File: src/rtl/fetch_req_tracker.sv
// Tracks outstanding I$ fetch requests in a small FIFO and drops responses
// whose request was in flight when the frontend was killed.
module fetch_req_tracker #(
    parameter int unsigned VLEN   = 39,
    parameter int unsigned DEPTH  = 4,
    parameter bit          REG_IN = 1'b1
) (
    input  logic                     clk_i,
    input  logic                     rst_ni,
    input  logic                     flush_i,
    input  logic                     mispredict_i,
    input  logic                     replay_i,
    input  logic                     bp_valid_i,
    input  logic                     speculative_i,
    input  logic                     iq_ready_i,
    input  logic [VLEN-1:0]          next_addr_i,
    output logic                     icache_req_o,
    input  logic                     icache_ready_i,
    output logic [VLEN-1:0]          icache_vaddr_o,
    output logic                     icache_spec_o,
    output logic                     icache_kill_s1_o,
    output logic                     icache_kill_s2_o,
    input  logic                     icache_rvalid_i,
    output logic                     fetch_valid_o,
    output logic [VLEN-1:0]          fetch_vaddr_o,
    output logic [$clog2(DEPTH):0]   outstanding_o,
    output logic                     err_o
);

    localparam int unsigned PW = $clog2(DEPTH);
    localparam int unsigned CW = PW + 1;
    localparam int unsigned SW = VLEN + 6;

    logic [SW-1:0]   stage_d;
    logic [SW-1:0]   stage_s;
    logic            s_flush, s_mispredict, s_replay, s_bp_valid, s_speculative, s_iq_ready;
    logic [VLEN-1:0] s_next_addr;

    always_comb begin
        stage_d = {flush_i, mispredict_i, replay_i, bp_valid_i,
                   speculative_i, iq_ready_i, next_addr_i};
    end

    generate
        if (REG_IN) begin : g_reg_in
            logic [SW-1:0] stage_q;
            always_ff @(posedge clk_i or negedge rst_ni) begin
                if (!rst_ni) stage_q <= '0;
                else         stage_q <= stage_d;
            end
            assign stage_s = stage_q;
        end else begin : g_comb_in
            assign stage_s = stage_d;
        end
    endgenerate

    assign {s_flush, s_mispredict, s_replay, s_bp_valid,
            s_speculative, s_iq_ready, s_next_addr} = stage_s;

    logic [VLEN-1:0]  addr_q [DEPTH];
    logic [VLEN-1:0]  addr_d [DEPTH];
    logic [DEPTH-1:0] discard_q, discard_d;
    logic [PW-1:0]    wptr_q, wptr_d, rptr_q, rptr_d;
    logic [CW-1:0]    count_q, count_d;
    logic             err_q, err_d;
    logic             kill, push, pop, not_empty, not_full;

    function automatic logic [PW-1:0] wrap_inc(input logic [PW-1:0] p);
        return (p == PW'(DEPTH - 1)) ? '0 : p + 1'b1;
    endfunction

    assign kill      = s_flush | s_mispredict | s_replay;
    assign not_empty = (count_q != '0);
    assign not_full  = (count_q < CW'(DEPTH));

    assign icache_kill_s1_o = kill;
    assign icache_kill_s2_o = kill | s_bp_valid;
    assign icache_req_o     = s_iq_ready & ~kill & not_full;
    assign icache_vaddr_o   = s_next_addr;
    assign icache_spec_o    = s_speculative;

    assign push = icache_req_o & icache_ready_i;
    assign pop  = icache_rvalid_i & not_empty;

    // A response is forwarded only if its request survived every kill so far
    // and the current stage is not itself killing stage 2.
    assign fetch_valid_o = pop & ~discard_q[rptr_q] & ~icache_kill_s2_o;
    assign fetch_vaddr_o = not_empty ? addr_q[rptr_q] : '0;
    assign outstanding_o = count_q;
    assign err_o         = err_q;

    always_comb begin
        addr_d    = addr_q;
        discard_d = kill ? '1 : discard_q;
        wptr_d    = wptr_q;
        rptr_d    = rptr_q;
        count_d   = count_q;
        err_d     = err_q | (icache_rvalid_i & ~not_empty);
        if (push) begin
            addr_d[wptr_q]    = s_next_addr;
            discard_d[wptr_q] = 1'b0;
            wptr_d            = wrap_inc(wptr_q);
        end
        if (pop) begin
            rptr_d = wrap_inc(rptr_q);
        end
        if (push && !pop)      count_d = count_q + 1'b1;
        else if (pop && !push) count_d = count_q - 1'b1;
    end

    always_ff @(posedge clk_i or negedge rst_ni) begin
        if (!rst_ni) begin
            for (int i = 0; i < DEPTH; i++) addr_q[i] <= '0;
            discard_q <= '0;
            wptr_q    <= '0;
            rptr_q    <= '0;
            count_q   <= '0;
            err_q     <= 1'b0;
        end else begin
            addr_q    <= addr_d;
            discard_q <= discard_d;
            wptr_q    <= wptr_d;
            rptr_q    <= rptr_d;
            count_q   <= count_d;
            err_q     <= err_d;
        end
    end

endmodule

File: config.mk
export PLATFORM = sky130hd
export DESIGN_NAME = fetch_req_tracker
export DESIGN_NICKNAME = d
export VERILOG_FILES = /design/src/rtl/fetch_req_tracker.sv
export SDC_FILE = /design/constraint.sdc
export NUM_CORES = 1
export LEC_CHECK = 0
export ABC_AREA = 1
export CORE_ASPECT_RATIO = 1.2
export CORE_MARGIN = 2
export CORE_UTILIZATION = 55
export DETAILED_ROUTE_END_ITERATION = 7
export PLACE_DENSITY = 0.8
export SETUP_SLACK_MARGIN = 0.2
export SLEW_MARGIN = 10
export SYNTH_ARGS = -nofsm -noshare
export SYNTH_HDL_FRONTEND = slang
export SYNTH_SLANG_ARGS = --single-unit
File: constraint.sdc
create_clock -name clk_i -period 2.6 [get_ports clk_i]
set_clock_uncertainty 0.15 [all_clocks]
set_input_delay 0.52 -clock clk_i [delete_from_list [all_inputs] [get_ports clk_i]]
set_output_delay 0.52 -clock clk_i [all_outputs]
set_load 0.05 [all_outputs]
==> results of run 1 <==
==> how the worst max path moves through the flow <==
stage | slack, ps | depth (start not counted) | end | start
after floorplan | 20 | 5 | fetch_vaddr_o[10] | outstanding_o[0]
after CTS | 10 | 7 | fetch_vaddr_o[17] | rptr_q[0]
after detailed placement | 200 | 8 | outstanding_o[2] | icache_rvalid_i
after global placement | 260 | 8 | outstanding_o[2] | icache_rvalid_i
after global routing | -180 | 7 | fetch_vaddr_o[4] | rptr_q[0]
final | -90 | 5 | fetch_vaddr_o[4] | rptr_q[0]
==> cells by family (layout without fill, tap and decap cells) <==
logic type	Yosys count	after routing
adders and majority gates	7	7
xor gates and xnor gates	2	2
and+or+nand+nor	660	660
DFF	213	213
AOI/OAI and AO/OA	128	128
buffers and inverters	152	253
==> power by group through the flow <==
stage,combinational (mW),clock (mW),sequential [mW]
6_report,8.62,3.31,4.32
2_1_floorplan,4.30,0,4.32
5_1_grt,9.02,3.48,4.39
3_3_place_gp,7.50,0,4.30
4_1_cts,8.26,3.32,4.28
3_5_place_dp,7.59,0,4.32
==> layout by cell type, fill, tap and decap left out, types with 3 or more instances in the layout <==
| cell type | Yosys | routed |
|---|---|---|
| sky130_fd_sc_hd__nand3_2 | 1 | 4 |
| sky130_fd_sc_hd__clkbuf_8 | 0 | 6 |
| sky130_fd_sc_hd__o21ai_1 | 0 | 33 |
| sky130_fd_sc_hd__buf_12 | 0 | 53 |
| sky130_fd_sc_hd__o21ai_0 | 82 | 48 |
| sky130_fd_sc_hd__clkdlybuf4s50_1 | 0 | 48 |
| sky130_fd_sc_hd__dfrtp_1 | 213 | 209 |
| sky130_fd_sc_hd__nor2_2 | 0 | 10 |
| sky130_fd_sc_hd__clkbuf_16 | 0 | 25 |
| sky130_fd_sc_hd__buf_6 | 3 | 9 |
| sky130_fd_sc_hd__clkinv_2 | 0 | 4 |
| sky130_fd_sc_hd__a31oi_1 | 4 | 4 |
| sky130_fd_sc_hd__a21oi_2 | 0 | 29 |
| sky130_fd_sc_hd__nor2_1 | 170 | 160 |
| sky130_fd_sc_hd__dlygate4sd2_1 | 0 | 41 |
| sky130_fd_sc_hd__inv_1 | 11 | 7 |
| sky130_fd_sc_hd__nand2_1 | 325 | 323 |
| sky130_fd_sc_hd__clkbuf_1 | 56 | 6 |
| sky130_fd_sc_hd__a21oi_4 | 0 | 9 |
| sky130_fd_sc_hd__a21oi_1 | 41 | 3 |
| sky130_fd_sc_hd__inv_2 | 1 | 3 |
| sky130_fd_sc_hd__buf_4 | 48 | 36 |
| sky130_fd_sc_hd__buf_16 | 0 | 5 |
| sky130_fd_sc_hd__dfrtp_2 | 0 | 4 |
| sky130_fd_sc_hd__ha_2 | 0 | 4 |
| sky130_fd_sc_hd__nand4_1 | 156 | 156 |
==> flip-flops by register name, summed over array words and instances (netlist names) <==
name / cells
wptr_q: 2
rptr_q: 2
err_o: 1
outstanding_o: 3
discard_q: 4
g_reg_in.stage_q: 45
addr_q: 156
==> worst max-delay path, stage by stage (launching register included) <==
cell and delay (ps):
sky130_fd_sc_hd__dfrtp_2 460, sky130_fd_sc_hd__inv_2 170, sky130_fd_sc_hd__buf_12 230, sky130_fd_sc_hd__o21ai_0 190, sky130_fd_sc_hd__a21oi_1 270, sky130_fd_sc_hd__buf_12 180
==> layer usage <==
layer | routed length (um) | vias to the layer above | GRT usage
met2 | 14880 | 627 | 0.5189
met5 | 0 | - | 0
met1 | 11110 | 4440 | 0.3928
met3 | 2928 | 105 | 0.04762
met4 | 1122 | 0 | 0.1126
li1 | - | 4013 | -
==> timing repair <==
item / CTS / global route
endpoints found under the setup margin: 84 / 45
hold endpoints to repair: 46 / 0
pin swaps: 16 / 23
setup buffers: 7 / 15
hold buffers: 1 / 0
gates resized for setup: 96 / 46
gates cloned: 6 / 4
==> cell type report <==
| type | count | area (um^2) |
|---|---|---|
| clock buffer | 34 | 666.9 |
| clock inverter | 7 | 88.84 |
| fill | 1245 | 4599 |
| inverter | 12 | 60.06 |
| multi-input combinational | 797 | 3929 |
| sequential | 213 | 5335 |
| tap | 220 | 275.3 |
| timing repair buffer | 200 | 2552 |
==> through the flow <==
step                  util  std cells  setup TNS [ps]  power (mW)  area (um^2)
global route        0.7373       1483           -1646       16.88        12910
global placement    0.6618       1409               0       11.80        11590
CTS                 0.7236       1464               0       15.86        12670
finish              0.7373       1483          -227.4       16.25        12910
detailed placement  0.6618       1409               0       11.92        11590
floorplan                -       1162               0       8.624         9923
==> metrics.md, run 1 <==
| Metric | Value |
|---|---|
| Number of global-route vias before repair | 8,998 |
| Hold violation total from the final report | 0 |
| Gate count of the mapped netlist | 1,162 |
| Placed wire-length estimate | 15,460 um |
| Cell accounting for the most synthesized area | sky130_fd_sc_hd__dfrtp_1 |
| Count of flip-flops with a built-in enable after synthesis | 0 |
| Synth top area share | 0.5448 |
| Routed WL per cell | 20.26 um |
| Fraction of the mapped netlist area in simple logic gates | 0.2957 |
| Final antenna-violating net count | 0 |
| Cell Pwr Density | 1259 nW/um^2 |
| Synth Flop Type | sky130_fd_sc_hd__dfrtp_1 |
| Run status | complete, but fails checks |
| Post-place setup slack | 200.6 ps |
| Share of total power in combinational logic | 0.531 |
| Synth Cell Area | 9784 um^2 |
| Cts bufs inserted | 23 |
| Count of maximum capacitance violations | 0 |
| Clock tree from TritonCTS | built |
| Multiplexer share of the synthesized area | 0 |
| Library cell used as clock root buffer | sky130_fd_sc_hd__clkbuf_16 |
| R2r endpoint | outstanding_o[2] |
| Global route total overflow | 0 |
| Net count after synthesis | 1,218 |
| Area contributors post-synth | sky130_fd_sc_hd__dfrtp_1 (54%), sky130_fd_sc_hd__nand2_1 (12%), sky130_fd_sc_hd__nand4_1 (10%) |
| CTS H-Tree Depth | 1 |
| Clock network power share | 0.203 |
| Layout cells sized above 1 | 0.1702 |
| Arrival time at the worst endpoint | 2020 ps |
| Asr flop ratio synth | 1.000 |
| Period utilisation layout | 1.035 |
| Drt drc | 0 |
| Switch Pwr | 6.901 mW |
| Hold wc startpoint | icache_ready_i |
| Worst voltage drop across the vdd grid | 0.7824 mV |
| Synthesized area per cell | 8.420 um^2 |
| Final Max Slew Viols | 0 |
| FMAX | 0.3716 GHz |
| Hold depth | 3 |
| Violation count after the first detailed-routing iteration | 1,364 |
| Maximum number of pins on one net before global-route repair | 165 |
| Global-route wire length before repair | 46,510 um |
| Worst-case headroom to the max-slew limit | 0.4606 |
| Fraction of the mapped netlist area in adder cells | 0.009719 |
| RSZ-0062 raised after global routing | true |
| Sw frac | 0.4248 |
| Slew @ Worst Pin | 809.1 ps |
| Sequential share of the synthesized area | 0.5448 |
| Worst R2R Path Depth | 11 |
| Post-Synth XOR/XNOR Area | 0.001790 |
| Average via count per standard cell | 6.194 |
| Starting density of the core | 0.5589 |
| Placer congestion estimate | 0.7834 |
| Floorplan die height | 150.1 um |
| Capture endpoint of the worst hold path | wptr_q[0] |
| Port Buffers | 135 |
| Ranking of synthesized cells by instance count | sky130_fd_sc_hd__nand2_1 (325), sky130_fd_sc_hd__dfrtp_1 (213), sky130_fd_sc_hd__nor2_1 (170) |
| Compound-gate portion of the synthesized area | 0.06637 |
| Seq pwr share | 0.266 |
| Final critical delay including setup and external delays | 2691 ps |
| Final antenna diode count | 0 |
| Critical setup path kind | flip-flop to output port |
| Largest fanout on the critical path | 30 |
| Startpoint kind of the worst setup timing path | flip-flop |
| Total via count in the routed design | 9,185 |
| Tot GR Track Use | 0.3028 |
| Start of the worst register-to-register path | outstanding_o[2] |
| Worst Hold Margin | 241.6 ps |
| Data required time at the worst endpoint | 1930 ps |
| LEAKAGE | 6.303 nW |
| Nets | 1,303 |
| Post-CTS clock slew at the launch and capture registers of the worst setup and hold paths | 60 ps |
| Number of cell rows | 53 |
| Register-to-register setup slack | 300 ps |
| Worst path setup slack after routing | -90.87 ps |
| Clk Latency, worst-skew pair | 520 ps |
| Antenna violations before repair | 0 |
| Placeable core area | 17,510 um^2 |
| Number of detailed-routing iterations run before antenna repair | 6 |
| Distinct cell type count after synthesis | 24 |
| Maximum buffer depth of the clock tree | 3 |
| Syn-to-layout area delta | 31.92% |
| Die area | 18,880 um^2 |
| Combinational family with the most area after synthesis | simple AND/OR/NAND/NOR gates |
| Warnings from Yosys | 0 |
| DRT Wirelength | 30,040 um |
| # setup viols final | 10 |
| Internal power | 9.345 mW |
| Most common cell in the netlist | sky130_fd_sc_hd__nand2_1 |
| Number of storage elements in the synthesis netlist | 213 |
| Horizontal die dimension | 125.8 um |
| Crit. End Element | output port |
| Failing checks | negative setup slack |
| Clk sinks | 213 |
| Worst min path class | primary input to flip-flop |
| Top Ports | 136 |
No activity file was read; power rests on OpenSTA's default activity.
==> run 2: changes to the inputs <==
==> constraint.sdc (replaced) <==
create_clock -name clk_i -period 2.6 [get_ports clk_i]
set_clock_uncertainty 0.15 [all_clocks]
set_input_delay 0.39 -clock clk_i [delete_from_list [all_inputs] [get_ports clk_i]]
set_output_delay 0.39 -clock clk_i [all_outputs]
set_load 0.05 [all_outputs]
==> run 2 against run 1 <==
  * The flow now finishes without violations
  * Combinational power is 7.7% higher
  * Sequential power grew 1%
  * Routed wire length increased by 6.2%
  * Critical path depth rose by 2
  * Critical endpoint is now fetch_vaddr_o[38]
  * Largest cell class unchanged
  * Largest power group unchanged
  * Highest routed layer unchanged
==> metrics.md, run 2 (synthesis results as in run 1) <==
| Metric | Value |
|---|---|
| Crit. End Element | output port |
| Leading cell type in the layout, fill and taps excluded | sky130_fd_sc_hd__nand2_1 |
| LEAKAGE | 6.307 nW |
| Cell count after placement | 1,411 |
| Wl on met1 | 11,400 um |
| Run status | finished, final reports clean |
| Cts bufs inserted | 23 |
| Placer congestion estimate | 0.7992 |
| Worst R2R Path Depth | 11 |
| Hold wc startpoint | icache_ready_i |
| Global-route wire length before repair | 46,370 um |
| Post-CTS clock slew at the launch and capture registers of the worst setup and hold paths | 60 ps |
| Routed WL per cell | 21.52 um |
| Violation count after the first detailed-routing iteration | 1,379 |
| Largest fanout on the critical path | 6 |
| Crit path capture | fetch_vaddr_o[38] |
| Maximum number of pins on one net before global-route repair | 89 |
| Horizontal die dimension | 125.8 um |
| FMAX | 0.3871 GHz |
| Floorplan die height | 150.1 um |
| Setup tns final | 0 ps |
| Port Buffers | 135 |
| RSZ-0062 raised after global routing | true |
| R2r endpoint | outstanding_o[2] |
| Max reg flops | 156 |
| Final instance count without filler cells | 1,483 |
| Starting density of the core | 0.5589 |
| Register-to-register setup slack | 380 ps |
| Average via count per standard cell | 6.376 |
| Period utilisation layout | 0.9935 |
| Max stage delay cell, worst path | sky130_fd_sc_hd__dfrtp_2 |
| Die area | 18,880 um^2 |
| Number of cell rows | 53 |
| Crit path cell chain | buf_12 > buf_16 > nor2_1 > nor2_1 > o21ai_1 > a21oi_2 > buf_12 |
| Filler cell count in the final layout | 1,150 |
| Critical setup path kind | flip-flop to output port |
| Tot GR Track Use | 0.3047 |
| Worst voltage drop across the vdd grid | 0.7949 mV |
| Maximum buffer depth of the clock tree | 3 |
| CP peak stage delay | 490 ps |
| Cell Pwr Density | 1283 nW/um^2 |
| Number of global-route vias before repair | 9,009 |
| Layout cells sized above 1 | 0.1805 |
| Clock tree from TritonCTS | built |
| Number of detailed-routing iterations run before antenna repair | 6 |
| CTS H-Tree Depth | 1 |
| Placeable core area | 17,510 um^2 |
| Summed area of non-filler cells in the final layout | 13,140 um^2 |
| Final antenna-violating net count | 0 |
| Worst-case headroom to the max-slew limit | 0.3553 |
| Startpoint kind of the worst setup timing path | flip-flop |
| Antenna violations before repair | 0 |
| Syn-to-layout area delta | 34.31% |
| Startpoint of the worst setup timing path | rptr_q[0] |
| Area after DPL | 11,520 um^2 |
| Total via count in the routed design | 9,456 |
| Count of maximum capacitance violations | 0 |
| WL met2 | 15,350 um |
| Clk Latency, worst-skew pair | 520 ps |
| Global route total overflow | 0 |
| Final critical delay including setup and external delays | 2583 ps |
| Max Used Layer | met4 |
| Clk sinks | 213 |
| Routed length on met3 | 3447 um |
| Top Ports | 136 |
| Worst min path class | primary input to flip-flop |
| Drt drc | 0 |
| Registers with the most flip-flops | addr_q: 156 flops, g_reg_in.stage_q: 45 flops, discard_q: 4 flops |
| Most frequent cells in the layout | sky130_fd_sc_hd__nand2_1 (324), sky130_fd_sc_hd__dfrtp_1 (208), sky130_fd_sc_hd__nand4_1 (156) |
| DRT Wirelength | 31,920 um |
| # setup viols final | 0 |
| Final antenna diode count | 0 |
| Library cell used as clock root buffer | sky130_fd_sc_hd__clkbuf_16 |
| Start of the worst register-to-register path | g_reg_in.stage_q[43] |
| Final Max Slew Viols | 0 |
| Data required time at the worst endpoint | 2060 ps |
| Hold violation total from the final report | 0 |
| Arrival time at the worst endpoint | 2040 ps |
| Slew @ Worst Pin | 967.1 ps |
| Top register by number of flip-flops | addr_q |
| Nets | 1,304 |
| Placed wire-length estimate | 15,010 um |
-- run 2: per-layer routing --
metal / global-route usage / vias up
met4: 0.1363 / 0
met3: 0.05117 / 166
met1: 0.3980 / 4545
li1: - / 4024
met2: 0.5051 / 721
met5: 0 / -
-- run 2: cell type report --
type / instances / area [um^2] / share of cell area
flip-flops and latches: 213 / 5336 / 0.4061
clock buffers: 32 / 629.4 / 0.04789
well taps: 220 / 275.3 / 0.02095
inverters: 12 / 68.82 / 0.005237
multi-input cells: 797 / 3953 / 0.3008
clock inverters: 8 / 90.09 / 0.006855
repair buffers: 201 / 2789 / 0.2122
-- run 2: worst max-delay path: cells and delay by family, from the launching register on --
kind,cells,cell delay (ps)
buffers and inverters,3,510
flip-flops,1,490
AO/OA/AOI/OAI,2,350
AND/OR/NAND/NOR,2,170
-- run 2: how the worst min path moves through the flow --
stage | end | cells after the start
5_1_grt | wptr_q[0] | 3
3_5_place_dp | addr_q[84] | 2
3_3_place_gp | addr_q[27] | 2
2_1_floorplan | addr_q[0] | 0
4_1_cts | wptr_q[1] | 4
6_report | wptr_q[1] | 4
-- run 2: per-stage QoR --
| stage | power (mW) | worst slack, ps | util | hold WS, ps |
|---|---|---|---|---|
| finish | 16.86 | 16.79 | 0.7506 | 88.62 |
| global route | 17.46 | -27.19 | 0.7506 | 134.5 |
| CTS | 15.63 | 71.42 | 0.7218 | 107.5 |
| detailed placement | 11.76 | 328.9 | 0.6580 | 303.2 |
| global placement | 11.63 | 392.7 | 0.6580 | 297.4 |
| floorplan | 8.528 | -16.86 | - | -55.59 |
-- run 2: power by group --
part / internal [mW] / leakage (nW) / switching [mW]
Clock: 1.88 / 0.358 / 1.32
Sequential: 3.91 / 2.78 / 0.467
Combinational: 3.84 / 3.17 / 5.44
-- run 2: timing repair --
item,4_1_cts,5_1_grt
hold endpoints to repair,71,0
setup endpoints to repair,43,45
pin swaps,20,57
gates resized for setup,39,120
hold buffers,1,0
gates cloned,7,12
buffers inserted,8,4
==> run 3: changes to the inputs <==
CORE_UTILIZATION = 35   (was 55)
PLACE_DENSITY = default   (was 0.8)
==> run 3 against run 2 <==
  * Non-clock buffer count fell by 9
  * Critical path depth is the same
  * Die area increased by 55%
  * Largest cell class unchanged
  * Sequential power hardly changed
  * Hold slack worse by 14 ps
  * Core utilization down 28 points
  * Critical endpoint is now fetch_vaddr_o[23]
  * Routed wire length decreased by 3.8%
  * Clock-buffer cell count increased by 2
  * Combinational power down 8.6%
  * Cell count grew 10%
  * First-iteration DRC count is 51% lower
  * Maximum frequency increased by 0.80%
==> metrics.md, run 3 (synthesis results as in run 1) <==
| Metric | Value |
|---|---|
| Count of maximum capacitance violations | 0 |
| Largest fanout on the critical path | 6 |
| Hold violation total from the final report | 0 |
| Worst min path class | primary input to flip-flop |
| Clk Latency, worst-skew pair | 520 ps |
| Max reg flops | 156 |
| Final Max Slew Viols | 0 |
| Registers with the most flip-flops | addr_q: 156 flops, g_reg_in.stage_q: 45 flops, discard_q: 4 flops |
| Starting density of the core | 0.3526 |
| # setup viols final | 0 |
| Arrival time at the worst endpoint | 2020 ps |
| Max stage delay cell, worst path | sky130_fd_sc_hd__dfrtp_4 |
| Cts bufs inserted | 25 |
| Post-place setup slack | 345.7 ps |
| Leading cell type in the layout, fill and taps excluded | sky130_fd_sc_hd__nand2_1 |
| Drt drc | 0 |
| Number of detailed-routing iterations run before antenna repair | 4 |
| Maximum buffer depth of the clock tree | 3 |
| LEAKAGE | 6.285 nW |
| Crit. End Element | output port |
| Clk sinks | 213 |
| Maximum number of pins on one net before global-route repair | 109 |
| Slew @ Worst Pin | 1215 ps |
| Final antenna-violating net count | 0 |
| Routed WL per cell | 18.77 um |
| Floorplan die height | 187.2 um |
| RSZ-0062 raised after global routing | true |
| Library cell used as clock root buffer | sky130_fd_sc_hd__clkbuf_16 |
| Crit path cell chain | buf_12 > clkbuf_16 > nor2_1 > nor2_1 > o21ai_0 > a21oi_2 > buf_12 |
| Most frequent cells in the layout | sky130_fd_sc_hd__nand2_1 (324), sky130_fd_sc_hd__dfrtp_1 (208), sky130_fd_sc_hd__nand4_1 (156) |
| Total via count in the routed design | 8,594 |
| CTS H-Tree Depth | 1 |
| Buffers and inverters on the worst path | 3 |
| Placeable core area | 27,750 um^2 |
| Critical path's top delay family | buffers and inverters |
| Worst voltage drop across the vdd grid | 0.6507 mV |
| Final critical delay including setup and external delays | 2563 ps |
| Worst path setup slack after routing | 37.34 ps |
| Final antenna diode count | 0 |
| Placer congestion estimate | 0.7538 |
| Violation count after the first detailed-routing iteration | 675 |
| Global-route wire length before repair | 47,960 um |
| Run status | finished, final reports clean |
| Post-CTS clock slew at the launch and capture registers of the worst setup and hold paths | 60 ps |
| Number of cell rows | 67 |
| DRT Wirelength | 30,690 um |
| Port Buffers | 135 |
| Antenna violations before repair | 0 |
| Period utilisation layout | 0.9856 |
| Critical setup path kind | flip-flop to output port |
| Placed wire-length estimate | 15,780 um |
| Horizontal die dimension | 156.6 um |
| Top register by number of flip-flops | addr_q |
| Nets | 1,297 |
| Startpoint kind of the worst setup timing path | flip-flop |
| CP peak stage delay | 480 ps |
| Die area | 29,310 um^2 |
| Global route total overflow | 0 |
| Top Ports | 136 |
| Number of global-route vias before repair | 8,479 |
| FMAX | 0.3902 GHz |
| Average via count per standard cell | 5.256 |
| Cell Pwr Density | 1241 nW/um^2 |
| Final core utilization | 0.4748 |
| Data required time at the worst endpoint | 2060 ps |
| Tot GR Track Use | 0.2060 |
| Layout cells sized above 1 | 0.1847 |
| Worst-case headroom to the max-slew limit | 0.1903 |
| Clock tree from TritonCTS | built |
| Syn-to-layout area delta | 34.65% |
[run 3: tightest hold or removal path, stage by stage]
cell and delay, ps:
sky130_fd_sc_hd__buf_4 120, sky130_fd_sc_hd__nand2_1 110, sky130_fd_sc_hd__o21ai_0 80
[run 3: repair_timing]
action | CTS | global route
pin swaps | 13 | 36
gates resized for setup | 49 | 142
hold endpoints to repair | 74 | 0
buffers inserted | 3 | 6
setup endpoints to repair | 47 | 50
cloned | 7 | 5
hold buffers | 1 | 0
[run 3: path summary, 6_finish.rpt]
kind                                      startpoint  slack (ps)                end  cells after the start
worst max-delay path                       rptr_q[0]          40  fetch_vaddr_o[23]                      7
worst min-delay path                  icache_ready_i          70          wptr_q[0]                      3
worst max register to register  g_reg_in.stage_q[43]         390   outstanding_o[2]                     11
worst min register to register            addr_q[89]         320         addr_q[89]                      2
max in group asynchronous                     rst_ni        1240          addr_q[5]                      3
min in group asynchronous                     rst_ni         330         addr_q[17]                      2
[run 3: area by class of cell]
cell class,instances,area [um^2]
Sequential cell,213,5339
Clock buffer,34,709.4
Multi-Input combinational cell,797,3998
Fill cell,2615,14570
Clock inverter,8,102.6
Timing Repair Buffer,192,2495
Inverter,12,57.56
Tap cell,379,474.2
[run 3: where the power goes]
part | switching (mW) | internal (mW)
sequential | 0.436 | 3.91
combinational | 5.16 | 3.33
clock | 1.42 | 2.10
total | 7.01 | 9.34
[run 3: metrics by stage]
stage | area, um^2 | setup TNS, ps | instances | hold WS, ps | total power [mW]
6_report | 13180 | 0 | 1635 | 74.37 | 16.35
5_1_grt | 13180 | -15.84 | 1635 | 81.96 | 17.17
4_1_cts | 12690 | 0 | 1624 | 55.81 | 15.50
3_5_place_dp | 11520 | 0 | 1571 | 290.2 | 11.38
3_3_place_gp | 11520 | 0 | 1571 | 292.6 | 11.34
2_1_floorplan | 9866 | -168.6 | 1162 | -55.59 | 8.528
[run 3: per-layer routing]
| layer | track usage | up-vias | routed length [um] |
|---|---|---|---|
| met5 | 0 | - | 0 |
| met1 | 0.2889 | 4228 | 13460 |
| met3 | 0.03197 | 43 | 1773 |
| li1 | - | 4016 | - |
| met4 | 0.06740 | 0 | 675 |
| met2 | 0.3268 | 307 | 14790 |
